==> config.mk <==
export PLATFORM = sky130hd
export DESIGN_NAME = fir_128_mdc_engine_ctrl_flat
export DESIGN_NICKNAME = d
export VERILOG_FILES = /design/src/rtl/fir_128_mdc_engine_ctrl_if.sv /design/src/rtl/fir_128_mdc_engine_ctrl.sv /design/src/flat_wrapper.sv
export SDC_FILE = /design/constraint.sdc
export NUM_CORES = 1
export LEC_CHECK = 0
export CORE_ASPECT_RATIO = 1.4
export CORE_MARGIN = 2
export CORE_UTILIZATION = 53
export CTS_CLUSTER_SIZE = 10
export DETAILED_ROUTE_END_ITERATION = 7
export PLACE_DENSITY = 0.81
export SLEW_MARGIN = 20
export SYNTH_ARGS = -nofsm -noshare
export SYNTH_HDL_FRONTEND = slang
export SYNTH_SLANG_ARGS = --single-unit
==> constraint.sdc <==
create_clock -name clk_i -period 3.7 [get_ports clk_i]
set_input_delay 0.925 -clock clk_i [delete_from_list [all_inputs] [get_ports clk_i]]
set_output_delay 0.925 -clock clk_i [all_outputs]
set_load 0.1 [all_outputs]
==> src/rtl/fir_128_mdc_engine_ctrl_if.sv <==
`default_nettype none
// ============================================================================
// Module   : fir_128_mdc_engine_ctrl_if
// Brief    : Valid/ready stream bundle used on every engine stream port.
// Revision : 1.0
// ============================================================================
interface fir_128_mdc_engine_ctrl_if #(
    parameter int DATA_W = 32
);
    logic              valid;
    logic              ready;
    logic [DATA_W-1:0] data;

    modport master (output valid, output data, input ready);
    modport slave  (input valid, input data, output ready);
endinterface
`default_nettype wire

==> src/rtl/fir_128_mdc_engine_ctrl.sv <==
`default_nettype none
// ============================================================================
// Module   : fir_128_mdc_engine_ctrl
// Brief    : Run controller for the FIR core: x pass-through, 2-deep y FIFO,
//            per-run sample counting and start/done sequencing.
// Revision : 1.0
// ============================================================================
module fir_128_mdc_engine_ctrl #(
    parameter int DATA_W = 32,
    parameter int CNT_W  = 32
) (
    input  wire logic             clk_i,
    input  wire logic             rst_ni,
    input  wire logic             clear_i,
    input  wire logic             eng_clear_i,
    input  wire logic             eng_enable_i,
    input  wire logic             eng_start_i,
    input  wire logic [CNT_W-1:0] cnt_limit_i,
    output logic                  ready_o,
    output logic                  done_o,
    output logic                  core_start_o,
    output logic      [CNT_W-1:0] cnt_y_o,
    fir_128_mdc_engine_ctrl_if.slave  x,
    fir_128_mdc_engine_ctrl_if.master core_x,
    fir_128_mdc_engine_ctrl_if.slave  core_y,
    fir_128_mdc_engine_ctrl_if.master y
);

    localparam logic [1:0]       S_IDLE = 2'd0;
    localparam logic [1:0]       S_RUN  = 2'd1;
    localparam logic [1:0]       S_DONE = 2'd2;
    localparam logic [CNT_W-1:0] C_ONE  = {{(CNT_W-1){1'b0}}, 1'b1};

    logic [1:0]        r_state;
    logic [1:0]        w_state_next;
    logic [CNT_W-1:0]  r_limit;
    logic [CNT_W-1:0]  r_acc_cnt;
    logic [CNT_W-1:0]  r_cnt_y;
    logic [DATA_W-1:0] r_fifo_mem [2];
    logic              r_wr_ptr;
    logic              r_rd_ptr;
    logic [1:0]        r_fifo_cnt;

    logic w_clr, w_start, w_run_en, w_full, w_empty, w_push, w_pop, w_last_pop;

    assign w_clr    = clear_i | eng_clear_i;
    assign w_start  = (r_state == S_IDLE) & eng_start_i & eng_enable_i & ~w_clr;
    assign w_run_en = (r_state == S_RUN) & eng_enable_i;

    assign core_x.valid = x.valid & w_run_en;
    assign core_x.data  = x.data;
    assign x.ready      = core_x.ready & w_run_en;

    assign w_full      = (r_fifo_cnt == 2'd2);
    assign w_empty     = (r_fifo_cnt == 2'd0);
    // Pushes stop once the run has taken its full quota from the core.
    assign core_y.ready = w_run_en & ~w_full & (r_acc_cnt < r_limit);
    assign w_push       = core_y.valid & core_y.ready;
    assign y.valid      = ~w_empty;
    assign y.data       = r_fifo_mem[r_rd_ptr];
    assign w_pop        = y.valid & y.ready;
    assign w_last_pop   = w_pop & (r_cnt_y < r_limit) & ((r_cnt_y + C_ONE) == r_limit);
    assign cnt_y_o      = r_cnt_y;

    always_ff @(posedge clk_i or negedge rst_ni) begin
        if (!rst_ni) r_state <= S_IDLE;
        else         r_state <= w_state_next;
    end

    always_comb begin
        w_state_next = r_state;
        if (w_clr) begin
            w_state_next = S_IDLE;
        end else begin
            case (r_state)
                S_IDLE:  if (w_start) w_state_next = (cnt_limit_i != '0) ? S_RUN : S_DONE;
                S_RUN:   if (w_last_pop) w_state_next = S_DONE;
                S_DONE:  w_state_next = S_IDLE;
                default: w_state_next = S_IDLE;
            endcase
        end
    end

    always_comb begin
        ready_o      = (r_state == S_IDLE);
        done_o       = (r_state == S_DONE);
        core_start_o = w_start;
    end

    always_ff @(posedge clk_i or negedge rst_ni) begin
        if (!rst_ni) begin
            r_limit   <= '0;
            r_acc_cnt <= '0;
            r_cnt_y   <= '0;
        end else if (w_clr) begin
            r_acc_cnt <= '0;
            r_cnt_y   <= '0;
        end else if (w_start) begin
            r_limit   <= cnt_limit_i;
            r_acc_cnt <= '0;
            r_cnt_y   <= '0;
        end else begin
            if (w_push) r_acc_cnt <= r_acc_cnt + C_ONE;
            if (w_pop && (r_cnt_y < r_limit)) r_cnt_y <= r_cnt_y + C_ONE;
        end
    end

    always_ff @(posedge clk_i or negedge rst_ni) begin
        if (!rst_ni) begin
            r_fifo_mem[0] <= '0;
            r_fifo_mem[1] <= '0;
            r_wr_ptr      <= 1'b0;
            r_rd_ptr      <= 1'b0;
            r_fifo_cnt    <= 2'd0;
        end else if (w_clr) begin
            r_wr_ptr   <= 1'b0;
            r_rd_ptr   <= 1'b0;
            r_fifo_cnt <= 2'd0;
        end else begin
            if (w_push) begin
                r_fifo_mem[r_wr_ptr] <= core_y.data;
                r_wr_ptr             <= ~r_wr_ptr;
            end
            if (w_pop) r_rd_ptr <= ~r_rd_ptr;
            case ({w_push, w_pop})
                2'b10:   r_fifo_cnt <= r_fifo_cnt + 2'd1;
                2'b01:   r_fifo_cnt <= r_fifo_cnt - 2'd1;
                default: r_fifo_cnt <= r_fifo_cnt;
            endcase
        end
    end

endmodule
`default_nettype wire

==> src/flat_wrapper.sv <==
// flat-port wrapper written by rule: the top's interface ports become plain ports
module fir_128_mdc_engine_ctrl_flat 
#(
    parameter int DATA_W = 32,
    parameter int CNT_W  = 32
)
  (clk_i, rst_ni, clear_i, eng_clear_i, eng_enable_i, eng_start_i, cnt_limit_i, ready_o, done_o, core_start_o, cnt_y_o, x_valid, x_data, x_ready, core_x_valid, core_x_data, core_x_ready, core_y_valid, core_y_data, core_y_ready, y_valid, y_data, y_ready);
  fir_128_mdc_engine_ctrl_if #(.DATA_W(DATA_W)) x_i ();
  fir_128_mdc_engine_ctrl_if #(.DATA_W(DATA_W)) core_x_i ();
  fir_128_mdc_engine_ctrl_if #(.DATA_W(DATA_W)) core_y_i ();
  fir_128_mdc_engine_ctrl_if #(.DATA_W(DATA_W)) y_i ();
  input  wire logic clk_i;
  input  wire logic rst_ni;
  input  wire logic clear_i;
  input  wire logic eng_clear_i;
  input  wire logic eng_enable_i;
  input  wire logic eng_start_i;
  input  wire logic [CNT_W-1:0] cnt_limit_i;
  output logic ready_o;
  output logic done_o;
  output logic core_start_o;
  output logic      [CNT_W-1:0] cnt_y_o;
  input wire logic [$bits(x_i.valid)-1:0] x_valid;
  input wire logic [$bits(x_i.data)-1:0] x_data;
  output wire logic [$bits(x_i.ready)-1:0] x_ready;
  output wire logic [$bits(core_x_i.valid)-1:0] core_x_valid;
  output wire logic [$bits(core_x_i.data)-1:0] core_x_data;
  input wire logic [$bits(core_x_i.ready)-1:0] core_x_ready;
  input wire logic [$bits(core_y_i.valid)-1:0] core_y_valid;
  input wire logic [$bits(core_y_i.data)-1:0] core_y_data;
  output wire logic [$bits(core_y_i.ready)-1:0] core_y_ready;
  output wire logic [$bits(y_i.valid)-1:0] y_valid;
  output wire logic [$bits(y_i.data)-1:0] y_data;
  input wire logic [$bits(y_i.ready)-1:0] y_ready;
  assign x_i.valid = x_valid;
  assign x_i.data = x_data;
  assign x_ready = x_i.ready;
  assign core_x_valid = core_x_i.valid;
  assign core_x_data = core_x_i.data;
  assign core_x_i.ready = core_x_ready;
  assign core_y_i.valid = core_y_valid;
  assign core_y_i.data = core_y_data;
  assign core_y_ready = core_y_i.ready;
  assign y_valid = y_i.valid;
  assign y_data = y_i.data;
  assign y_i.ready = y_ready;
  fir_128_mdc_engine_ctrl #(.DATA_W(DATA_W), .CNT_W(CNT_W)) u_core (.clk_i(clk_i), .rst_ni(rst_ni), .clear_i(clear_i), .eng_clear_i(eng_clear_i), .eng_enable_i(eng_enable_i), .eng_start_i(eng_start_i), .cnt_limit_i(cnt_limit_i), .ready_o(ready_o), .done_o(done_o), .core_start_o(core_start_o), .cnt_y_o(cnt_y_o), .x(x_i), .core_x(core_x_i), .core_y(core_y_i), .y(y_i));
endmodule
* Word-level counts from Yosys, hierarchy flattened
Cells that the tools add are included.
** Storage, ports and cells
- Output and inout port bits :: 103
- Flip-flop bits (word level) :: 166
- Word-level logic and storage cells :: 82
- Input bits :: 106
** Operators by class
- Magnitude comparators :: 5
- Equality and inequality tests :: 8
- Multiplexer cells :: 23
- Reductions and logical operators :: 13
- Add/sub/neg operators :: 4
- Bitwise logic cells :: 20
** Operator list (count)
- two-way mux 32 bit :: 10
- adder 32 x 1 -> 32 bit, second input constant :: 2
- bitwise mux 64 bit :: 1
- less-than comparator 32 bit :: 2
- demux 32 bit (select 1 bit) :: 1
- == test 32 bit :: 1
- nonzero test 32 bit :: 1
- AND 1 bit :: 12
- two-way mux 2 bit :: 5
- nonzero test 3 bit :: 3
- case mux 2 bit (2 select lines) :: 2
- == test 2 bit, second input constant :: 3
- inequality test 3 x 1 -> 1 bit, second input constant :: 2
- AND reduction 2 bit :: 3
- inverter 1 bit :: 5
- == test 2 x 1 -> 1 bit, second input constant :: 2
- >= comparator 2 bit, second input constant :: 2
- logical NOT 2 bit :: 2
- two-way mux 1 bit :: 4
- inverter 1 -> 2 bit :: 2
- nonzero test 2 bit :: 2
- adder 2 x 1 -> 2 bit, second input constant :: 1
- logical AND 1 bit :: 2
- less-than comparator 2 x 1 -> 1 bit, second input constant :: 1
- 2 further kinds :: 2

* Logic depth before layout (Yosys ltp)
- Word-level depth :: 8
- Gate-level depth with buffers :: 14
- Gate-level depth less buffers :: 13

* Worst setup path after synthesis
No wires, ideal clock.
- Path type :: input-to-output
- Start :: input eng_clear_i
- End :: output core_start_o
- Data arrival time :: 2.994 ns
- Data required time :: 2.775 ns
- Stages :: 5
- Slack :: -0.219 ns
- Cells stage by stage :: or2_1 -> clkbuf_1 -> nor4_1 -> clkbuf_1 -> clkbuf_1
** Between the ends
- Longest elaborated chain between the ends :: 3
** Ends and longest elaborated chain
- start: declaration :: line flat_wrapper.sv:15 : input wire logic eng_clear_i;
- bitwise OR 1 bit :: line fir_128_mdc_engine_ctrl.sv:46 : assign w_clr = clear_i | eng_clear_i;
- inverter 1 bit (no line)
- AND 1 bit :: line fir_128_mdc_engine_ctrl.sv:47 : assign w_start = (r_state == S_IDLE) & eng_start_i & eng_enable_i & ~w_clr;
- end: declaration :: line flat_wrapper.sv:21 : output logic core_start_o;
Every way passes these cells.

* Worst setup path after layout
- Start :: register u_core.r_limit[9]
- End :: output core_y_ready
** Between the ends
- Longest elaborated chain between the ends :: 2
** Ends and longest elaborated chain
- start: declaration :: line fir_128_mdc_engine_ctrl.sv:36 : logic [CNT_W-1:0] r_limit;
- start signal: assignment :: line fir_128_mdc_engine_ctrl.sv:99 : r_limit <= cnt_limit_i;
- less-than comparator 32 bit :: line fir_128_mdc_engine_ctrl.sv:57 : assign core_y.ready = w_run_en & ~w_full & (r_acc_cnt < r_limit);
- AND 1 bit :: line fir_128_mdc_engine_ctrl.sv:57
- end: declaration :: line flat_wrapper.sv:31 : output wire logic [$bits(core_y_i.ready)-1:0] core_y_ready;
Every way passes these cells.

==> impl_results.rst <==
.. list-table::
   :header-rows: 1

   * - Metric
     - Value
   * - Max_slew headroom
     - 35.9%
   * - Num ports
     - 209
   * - Antenna violations before repair
     - 0
   * - Post-DP HPWL
     - 20.7 mm
   * - Final GP Congestion
     - 0.953
   * - Leading cell type by number of instances after synthesis
     - dfrtp_1
   * - Chain of cells forming the critical path
     - inv_1 -> ha_1 -> a21oi_1 -> o211ai_1 -> a31o_1 -> a21o_1 -> o311ai_4 -> nand2_2 -> inv_2 -> buf_12
   * - Remaining Overflow, GRT
     - 0
   * - Initial core utilization
     - 54.1%
   * - Type of the worst setup path
     - register to output port
   * - Count of state elements after synthesis
     - 166
   * - Maximum fanout encountered on the critical timing path
     - 4
   * - Async SR Flop Fraction
     - 100%
   * - Via count of the first global-routing pass
     - 9070
   * - Combinational family with the most area after synthesis
     - simple AND/OR/NAND/NOR gates
   * - Number of vias per cell
     - 6.02
   * - TritonCTS clock tree
     - built
   * - Compound-cell area share of the yosys netlist
     - 10.7%
   * - Layout cells sized above 1
     - 21.2%
   * - Detailed-router iteration count before antenna repair
     - 8
   * - Static power due to leakage
     - 5.68 nW
   * - Number of DRC markers in iteration 0
     - 708
   * - DRC viols
     - 0
   * - Total setup violations reported at the end of the flow
     - 0
   * - Adder and majority cell fraction of the synthesized area
     - 7.70%
   * - Horizontal extent of the die
     - 124 um
   * - IR Drop Worst-Case VDD
     - 0.333 mV
   * - Global routing usage summed across all routing layers
     - 26.0%
   * - Worst-path clk slew
     - 70 ps
   * - Final number of hold-violating endpoints
     - 0
   * - Post-layout power
     - 0.00493 W
   * - # clock sinks
     - 166
   * - Die area
     - 21400 sq um
   * - Area of the core
     - 19800 sq um
   * - Slew at the pin with the worst max-slew slack
     - 959 ps
   * - Part of the Yosys area used for sequential elements
     - 38.7%
   * - Cell taking the most area after synthesis
     - dfrtp_1
   * - Longest individual stage delay on the worst path
     - 380 ps
   * - Predominant post-synthesis flop cell
     - dfrtp_1
   * - Total detailed-routing wirelength
     - 27.6 mm
   * - Hold Crit Class
     - register to register
   * - Total of fill cells in the finished design
     - 1609
   * - Number of clock buffers inserted by TritonCTS
     - 17
   * - CTS HTree Levels
     - 4
   * - Final setup TNS
     - 0 ps
   * - Global-route wire length before repair
     - 44.8 mm
   * - Source-to-sink clock delay at the later pin of the worst-skew pair
     - 440 ps
   * - Net count of the mapped netlist
     - 1274
   * - Fmax
     - 0.276 GHz
   * - Detail-routed net length per standard cell
     - 18.6 um
   * - Worst endpoint required time
     - 2770 ps
   * - Rows
     - 61
   * - Post-synth top cells
     - dfrtp_1 (166), nor2_1 (94), nand2_1 (81), mux2_2 (67), ha_1 (66)
   * - Deepest clock path buffer count
     - 2
   * - Type of destination of the critical path
     - output port
   * - EDFF count, synth
     - 0
   * - Diode insertion count for antenna repair
     - 0
   * - Outcome
     - complete, no violations
   * - Synthesized area divided by synthesized cell count
     - 9.73 sq um
   * - Final min period
     - 3620 ps
   * - Overall die height
     - 172 um
   * - Final Skew
     - 13.0 ps
   * - Xor/xnor share of the synthesized area
     - 6.29%
   * - Mux share of post-synthesis cell area
     - 11.5%
   * - Endpoint arrival time on the critical path
     - 2700 ps
   * - Number of buffers inserted by port buffering
     - 144
   * - Area Overhead vs Synth
     - 19.5%
   * - Distinct cell type count after synthesis
     - 71
   * - Pin count of the biggest net entering global routing
     - 84
   * - Area fraction of the dominant cell type after synthesis
     - 38.7%
   * - Final Slew Violations
     - 0
   * - Slowest cell on crit path
     - dfrtp_1
   * - Top cells by area, synth
     - dfrtp_1 (39%), ha_1 (7.7%), mux2_2 (7.0%), xnor2_1 (5.1%), mux2_4 (4.1%)
   * - Summed instance area of the synthesized netlist
     - 10700 sq um
   * - Max cap viols
     - 0
   * - Count of yosys warnings during synthesis
     - 0
   * - Root cell of the clock tree
     - clkbuf_16
   * - Post-synthesis instance total
     - 1102
   * - Crit start category
     - register
   * - Simple-Gate Fraction of Synth Area
     - 18.8%
   * - Post-route fraction of the period consumed by the critical path
     - 98.0%
   * - Cell Pwr Density
     - 385 nW/um^2
   * - Nets
     - 1388
   * - ANT nets after route
     - 0
   * - Total via count in the routed design
     - 8910
## placed cells by master, fill, tap and decap left out, types with 6 or more instances in the layout
cell,Yosys,layout
a21o_1,15,15
a21oi_1,36,34
and3_1,18,17
and4_1,11,11
buf_12,0,7
buf_4,33,100
clkbuf_16,0,17
clkdlybuf4s50_1,0,73
dfrtp_1,166,165
ha_1,66,65
inv_1,47,44
mux2_2,67,67
mux2_4,29,29
nand2_1,81,80
nand2b_1,6,6
nand3_1,28,28
nand4_1,33,33
nor2_1,94,94
nor2b_1,7,7
nor3_1,20,20
nor4_1,29,28
o211ai_1,7,7
o21a_1,6,6
o21ai_0,61,61
or3_1,16,16
xnor2_1,63,63
xor2_1,14,14
## power breakdown
| part | switching, W | total, W | internal (W) |
|---|---|---|---|
| registers | 0.0000953 | 0.00202 | 0.00193 |
| clock network | 0.000878 | 0.00179 | 0.000915 |
| logic | 0.000700 | 0.00112 | 0.000417 |
| total | 0.00167 | 0.00493 | 0.00326 |
## stage by stage
stage	instance area [sq um]	setup WS, ps	instances	hold slack, ps	util [%]
2_1_floorplan	10700	229	1102	459	-
3_3_place_gp	12200	198	1446	470	61.2
3_5_place_dp	12200	128	1446	485	61.2
4_1_cts	12800	4.56	1478	504	64.4
5_1_grt	12800	-25.8	1481	514	64.6
6_report	12800	75.1	1481	504	64.6
## per-layer routing
layer	routed length [um]	up-vias	track usage [%]
li1	-	4160	-
met1	10900	4345	29.3
met2	14000	313	45.9
met3	1340	92	4.76
met4	1420	0	15.5
met5	0	-	0
## state kept, by name (all words and copies together) (netlist names)
register / count
u_core.r_fifo_mem: 64
u_core.r_state: 2
u_core.r_acc_cnt: 32
u_core.r_fifo_cnt: 2
u_core.cnt_y_o: 32
u_core.r_limit: 32
u_core.r_rd_ptr: 1
u_core.r_wr_ptr: 1
## timing repair
action	4_1_cts	5_1_grt
endpoints found under the setup margin	1	1
gates resized for setup	2	8
pin swaps	0	3
gates cloned	0	0
hold buffers	0	0
buffers inserted	0	3
## path summary, 6_finish.rpt
| check | end | slack (ps) | start | cells after the start |
|---|---|---|---|---|
| max | core_y_ready | 80 | u_core.r_limit[9] | 10 |
| min reg2reg | u_core.r_fifo_mem[29] | 500 | u_core.r_fifo_mem[29] | 1 |
| max in group asynchronous | u_core.r_limit[25] | 2330 | rst_ni | 2 |
| min | u_core.r_fifo_mem[29] | 500 | u_core.r_fifo_mem[29] | 1 |
| min in group asynchronous | u_core.cnt_y_o[12] | 530 | rst_ni | 1 |
| max reg2reg | u_core.r_state[1] | 310 | u_core.cnt_y_o[1] | 9 |
## cell type report
| type | count | area [sq um] | share of cell area [%] |
|---|---|---|---|
| clock inverter | 15 | 180 | 1.41 |
| multi-input combinational | 803 | 5940 | 46.3 |
| timing repair buffer | 181 | 1630 | 12.7 |
| sequential | 166 | 4160 | 32.4 |
| clock buffer | 17 | 425 | 3.32 |
| inverter | 47 | 176 | 1.38 |
| tap | 252 | 315 | 2.46 |
## worst max-delay path: cells and delay by family, from the launching register on
| kind | cells | cell delay [ps] |
|---|---|---|
| compound gates | 5 | 1090 |
| fa+ha+maj | 1 | 260 |
| buf+inv | 3 | 400 |
| flops | 1 | 380 |
| simple gates | 1 | 120 |
## cells by family after synthesis
logic type,after synthesis
fa+ha+maj,66
flops,166
mux,100
simple gates,382
buf+inv,133
xor+xnor,77
compound gates,178
Power figures use the tool's default switching activity.
